**src/rtl/sha_msg_pad.sv**
```systemverilog
// SHA-256 message padder: streams raw big-endian words into the core as padded
// 512-bit blocks (0x80 terminator, zero fill, 64-bit bit length).
module sha_msg_pad #(
    parameter int unsigned LEN_W = 16
) (
    input  logic             CLK_I,
    input  logic             RST_I,
    input  logic             start,
    input  logic [LEN_W-1:0] msg_len,
    input  logic             s_vld,
    input  logic [31:0]      s_din,
    output logic             s_rdy,
    output logic             core_init,
    output logic             core_vld,
    output logic [31:0]      core_din,
    input  logic             core_done,
    output logic             busy,
    output logic             msg_done
);

    // g spans at most 16 words per block over ~2^(LEN_W-6)+2 blocks
    localparam int unsigned G_W = LEN_W + 4;
    localparam int unsigned I_W = G_W + 2;
    localparam int unsigned B_W = LEN_W;
    localparam int unsigned X_W = LEN_W + 4;

    typedef enum logic [1:0] {
        ST_IDLE,
        ST_INIT,
        ST_FEED,
        ST_WAIT
    } state_t;

    state_t           state, state_d;
    logic [LEN_W-1:0] len_q, len_d;
    logic [B_W-1:0]   last_blk_q, last_blk_d;
    logic [G_W-1:0]   g, g_d;
    logic [B_W-1:0]   b, b_d;
    logic             core_init_d, core_vld_d, busy_d, msg_done_d;
    logic [31:0]      core_din_d;

    logic [I_W-1:0]   byte_idx;
    logic [I_W-1:0]   len_ext;
    logic [3:0]       w;
    logic             need_in;
    logic             full_word;
    logic [1:0]       rem;
    logic             last_blk;
    logic [31:0]      bitlen;
    logic [31:0]      pad_word;

    assign byte_idx  = {g, 2'b00};
    assign len_ext   = I_W'(len_q);
    assign w         = g[3:0];
    assign need_in   = byte_idx < len_ext;
    assign full_word = (byte_idx + I_W'(4)) <= len_ext;
    assign rem       = 2'(len_ext - byte_idx);
    assign last_blk  = (b == last_blk_q);
    assign bitlen    = 32'({len_q, 3'b000});

    // Ready depends only on registered state, never on s_vld
    assign s_rdy = (state == ST_FEED) && need_in;

    // Content of output word g
    always_comb begin
        pad_word = 32'h0000_0000;
        if (full_word) begin
            pad_word = s_din;
        end else if (need_in) begin
            case (rem)
                2'd1:    pad_word = {s_din[31:24], 24'h80_0000};
                2'd2:    pad_word = {s_din[31:16], 16'h8000};
                default: pad_word = {s_din[31:8], 8'h80};
            endcase
        end else if (byte_idx == len_ext) begin
            pad_word = 32'h8000_0000;
        end else if (last_blk && (w == 4'hF)) begin
            pad_word = bitlen;
        end
    end

    // Next-state and registered-output logic
    always_comb begin
        state_d     = state;
        len_d       = len_q;
        last_blk_d  = last_blk_q;
        g_d         = g;
        b_d         = b;
        core_init_d = 1'b0;
        core_vld_d  = 1'b0;
        core_din_d  = core_din;
        busy_d      = busy;
        msg_done_d  = 1'b0;

        case (state)
            ST_IDLE: begin
                if (start) begin
                    len_d       = msg_len;
                    last_blk_d  = B_W'((X_W'(msg_len) + X_W'(8)) >> 6);
                    g_d         = '0;
                    b_d         = '0;
                    busy_d      = 1'b1;
                    core_init_d = 1'b1;
                    state_d     = ST_INIT;
                end
            end
            ST_INIT: begin
                state_d = ST_FEED;
            end
            ST_FEED: begin
                if (!need_in || s_vld) begin
                    core_vld_d = 1'b1;
                    core_din_d = pad_word;
                    g_d        = g + G_W'(1);
                    if (w == 4'hF) begin
                        state_d = ST_WAIT;
                    end
                end
            end
            ST_WAIT: begin
                if (core_done) begin
                    if (last_blk) begin
                        msg_done_d = 1'b1;
                        busy_d     = 1'b0;
                        g_d        = '0;
                        b_d        = '0;
                        state_d    = ST_IDLE;
                    end else begin
                        b_d     = b + B_W'(1);
                        state_d = ST_FEED;
                    end
                end
            end
            default: begin
                state_d = ST_IDLE;
            end
        endcase
    end

    // State and output registers
    always_ff @(posedge CLK_I or posedge RST_I) begin
        if (RST_I) begin
            state      <= ST_IDLE;
            len_q      <= '0;
            last_blk_q <= '0;
            g          <= '0;
            b          <= '0;
            core_init  <= 1'b0;
            core_vld   <= 1'b0;
            core_din   <= 32'h0000_0000;
            busy       <= 1'b0;
            msg_done   <= 1'b0;
        end else begin
            state      <= state_d;
            len_q      <= len_d;
            last_blk_q <= last_blk_d;
            g          <= g_d;
            b          <= b_d;
            core_init  <= core_init_d;
            core_vld   <= core_vld_d;
            core_din   <= core_din_d;
            busy       <= busy_d;
            msg_done   <= msg_done_d;
        end
    end

endmodule

```
**config.mk**
```make
export PLATFORM = sky130hd
export DESIGN_NAME = sha_msg_pad
export DESIGN_NICKNAME = d
export VERILOG_FILES = /design/src/rtl/sha_msg_pad.sv
export SDC_FILE = /design/constraint.sdc
export NUM_CORES = 1
export LEC_CHECK = 0
export CAP_MARGIN = 20
export CORE_UTILIZATION = 50
export CTS_CLUSTER_SIZE = 25
export DETAILED_ROUTE_END_ITERATION = 10
export GPL_TIMING_DRIVEN = 0
export PLACE_DENSITY = 0.81
export SLEW_MARGIN = 20
export SYNTH_ARGS = -nofsm -noshare
export SYNTH_HDL_FRONTEND = slang
export SYNTH_SLANG_ARGS = --single-unit
```
**constraint.sdc**
```tcl
create_clock -name CLK_I -period 9.42 [get_ports CLK_I]
set_clock_uncertainty 0.2 [all_clocks]
set_input_delay 1.884 -clock CLK_I [delete_from_list [all_inputs] [get_ports CLK_I]]
set_output_delay 1.884 -clock CLK_I [all_outputs]
set_load 0.02 [all_outputs]
```
==> summary.txt, run 1 <==
Power and ir drop
  • Total leakage power: ~3.1 nW
  • Switching Fraction: 0.457
  • Clock share of power: 0.126
  • Seq pwr share: 0.302
  • Power Density: around 350 nW/µm²
  • Gate power share: 0.572
  • Internal power: 1.31 mW
  • Peak supply drop: between 200 and 250 µV
  • Sw Pwr: approximately 1.1 mW

Logic synthesis
  • Post-synth top flop: dfrtp_1
  • Yosys cell types: 56
  • Syn Inst Count: between 500 and 600
  • Syn_area_per_cell: 9.51 µm²
  • Post-synthesis sequential area ratio: 0.454
  • Yosys top cell area share: 0.454
  • Mapped Nets: between 600 and 700
  • Leading post-synthesis cells by cell area: dfrtp_1, ha_1, nand2_1
  • Area leader, netlist: dfrtp_1
  • FFs w/ async S/R, synth: 1.00
  • Netlist Area Pre-Place: about 5600 µm²
  • Post-synth EDFFs: 0
  • Synth Register Bits: between 100 and 150
  • YS warnings: 0

Clock network
  • Hold Buf Count CTS: 0
  • # clock sinks: roughly 100
  • Root Driver: clkbuf_8
  • H-Tree Depth: 3
  • CTS tree: yes
  • Later-pin clock latency in the skew report: about 380 ps
  • CTS Buffer Depth: 2
  • Clk slew on worst S/H paths: around 100 ps
  • PostCTS Resize Cnt: 0
  • Cts bufs inserted: 9
  • Post-CTS setup buffer count: 0

Critical path
  • Setup CP Type: register to output pin
  • Max FO, Critical Path: 10
  • WP data arrival: 3250 ps
  • R2R setup slack: 5320 ps
  • Worst reg2reg path endpoint: core_din[3]$_DFFE_PP0P_
  • Crit end category: output pin
  • R2R cell count: 15
  • Startpoint types: register
  • Slowest cell on the critical path: clkdlybuf4s50_1
  • Max incr delay on CP: roughly 640 ps
  • Reg2Reg Launch Point: g[0]$_DFFE_PP0P_
  • CP cell instances: ha_1, a21oi_1, nand2_1, o21ai_0, nand3_1, nor2_1, clkdlybuf4s50_1
  • Worst path required time: 7340 ps

Global route
  • First-pass GRT wire length: ~23 mm
  • Vias in the first global route: 4683
  • Initial antenna violation count: 0
  • GRT overflow: 0
  • All-Layer GR Usage: 0.260
  • Largest net degree at the start of global routing: between 50 and 60

Drt
  • DRC viols: 0
  • Drt pass-1 iters: 5
  • DRT iter0 DRCs: roughly 290
  • Vias post-DR: approximately 4800
  • WL/cell: roughly 17 µm
  • Drt total wl: roughly 14 mm
  • ANT nets after route: 0
  • Vias per cell: between 5 and 6

Finish
  • NumNets Final: 773
  • Fin util: 0.635
  • Area grow syn2layout: 23.6%
  • Fillers: between 800 and 900
  • Ant diodes: 0
  • Fin cells: 832
  • Fraction of layout cells with a size suffix above 1: 0.0520

Flow run
  • Count of max-cap constraint violations: 0

Worst hold path
  • Hold worst-path end: core_din[8]$_DFFE_PP0P_
  • WHS Path Cells: 1
  • Hold Crit Class: register to register
  • Min-delay src: len_q[5]$_DFFE_PP0P_

STA
  • Fin. Hold Viols: 0
  • Worst slew pin tran: 848 ps
  • Final setup fails: 0
  • Slew headroom: 0.435
  • Slew Viols, Final: 0
  • Final TNS setup: 0 ps
  • Fin crit share: 0.567
  • Peak Freq: roughly 0.19 GHz
  • Final WS setup: ~4100 ps
  • Min Tclk post-route: ~5300 ps
  • RSZ-0062 raised after global routing: false
  • Min Hold Slack: approximately 290 ps

Place
  • Dpl ws: between 4000 and 5000 ps
  • HPWL after DPL: roughly 11 mm
  • GP Congestion: 0.937
  • Placed Cells: slightly above 800
  • I/O Buffers: 89

Outcome
  • Status: finished, final reports clean

Floorplan
  • FP Rows: 38
  • Full die area: 11600 µm²
  • Number of I/O pins: 90
  • Width of the chip: 108 µm
  • Initial core utilization: 0.514
  • CORE AREA: around 11000 µm²
  • Die height: ~110 µm
==> routing by layer <==
metal	GRT usage	wire length [µm]	up-vias
met5	0	0	-
li1	-	-	2270
met1	0.345	6510	2362
met4	0.0636	208	0
met3	0.0593	645	17
met2	0.430	6770	113
==> synthesized netlist by cell type, types with 2 or more instances <==
master and instances:
a221o_1 7, a211oi_1 2, a22o_1 12, nor3_1 2
and4_1 3, or4_1 2, nand2b_1 4, nor4_1 6
o2bb2ai_1 7, buf_2 4, clkbuf_1 17, o31ai_1 3
buf_6 2, nor2b_1 3, inv_1 26, a21o_1 2
o22ai_1 2, and2_1 5, a21oi_1 19, o21ai_0 64
nand4_1 14, and4_4 2, nor2_1 42, xor2_1 32
o211a_1 3, dfrtp_1 101, nand2_1 91, xnor2_1 14
mux2i_1 9, or3_1 4, ha_1 33, and3_1 5
nand3_1 21
==> registers in the layout, indices dropped and copies added, names as in the netlist, 2 cells and up <==
name        flops
b              16
core_din       32
g              20
last_blk_q     11
len_q          16
state           2
==> cell usage in the layout, fill, tap and decap left out, types with 4 or more instances in the layout <==
cell type	instances
nand4_1	14
and3_1	5
clkdlybuf4s50_1	89
nand3_1	21
xnor2_1	14
buf_2	4
nor4_1	6
nor2_1	42
a21oi_1	19
mux2i_1	9
inv_1	25
or3_1	4
xor2_1	32
a22o_1	12
clkbuf_1	18
nand2_1	91
dfrtp_1	101
clkbuf_8	9
nand2b_1	4
a221o_1	7
and2_1	5
o21ai_0	64
o2bb2ai_1	7
ha_1	33
==> power by group through the flow <==
stage	clock, mW	combinational (mW)	sequential (mW)
2_1_floorplan	0	0.822	0.795
3_3_place_gp	0	1.33	0.724
3_5_place_dp	0	1.37	0.735
4_1_cts	0.306	1.38	0.726
5_1_grt	0.326	1.53	0.746
6_report	0.302	1.38	0.727
==> worst max-delay path: cells and delay by family, from the launching register on <==
family	cells	cell delay, ps
AO/OA/AOI/OAI	2	590
AND/OR/NAND/NOR	3	830
adder cells (fa/ha/maj)	1	340
buffers and inverters	1	640
flip-flops	1	460
==> area by class of cell <==
cell class,count,area [µm²],area share
Tap cell,140,175,0.0254
Buffer,24,111,0.0162
Multi-Input combinational cell,434,2830,0.411
Clock buffer,10,128,0.0185
Clock inverter,6,87.6,0.0127
Sequential cell,101,2530,0.367
Timing Repair Buffer,90,918,0.133
Inverter,27,106,0.0154
==> logic make-up after synthesis <==
family	share of synthesized area
AND/OR/NAND/NOR	0.187
adder cells (fa/ha/maj)	0.0741
AO/OA/AOI/OAI	0.159
buffers and inverters	0.0382
XOR/XNOR	0.0723
flip-flops	0.454
multiplexers	0.0162
==> worst max-delay path by stage <==
stage                                      from  cells past startpoint               end
after floorplan                           RST_I                      1  b[0]$_DFFE_PP0P_
final                          g[3]$_DFFE_PP0P_                      7             s_rdy
after CTS                 len_q[14]$_DFFE_PP0P_                      8             s_rdy
after global placement                    RST_I                      2  g[3]$_DFFE_PP0P_
after global routing           g[0]$_DFFE_PP0P_                      8             s_rdy
after detailed placement  len_q[14]$_DFFE_PP0P_                      8             s_rdy
==> metrics by stage <==
step / area (µm²) / power, mW
after floorplan: 5570 / 1.62
after global placement: 6640 / 2.06
after detailed placement: 6670 / 2.11
after CTS: 6890 / 2.41
after global routing: 6890 / 2.60
final: 6890 / 2.41
Note: power is estimated with default switching activity, not from simulation.
==> inputs of run 2 (changes only) <==
==> constraint.sdc (replaced) <==
create_clock -name CLK_I -period 4.96 [get_ports CLK_I]
set_clock_uncertainty 0.2 [all_clocks]
set_input_delay 0.992 -clock CLK_I [delete_from_list [all_inputs] [get_ports CLK_I]]
set_output_delay 0.992 -clock CLK_I [all_outputs]
set_load 0.02 [all_outputs]
==> results of run 2 <==
The final DEF is identical to that of run 1. Status: finished, final reports clean.
Among the figures that moved: setup slack after placement 4520 ps -> 897 ps; setup slack after layout 4080 ps -> 515 ps; register-to-register setup slack 5320 ps -> 860 ps; total power 2.41 mW -> 4.57 mW; worst IR drop on VDD 210 µV -> 398 µV
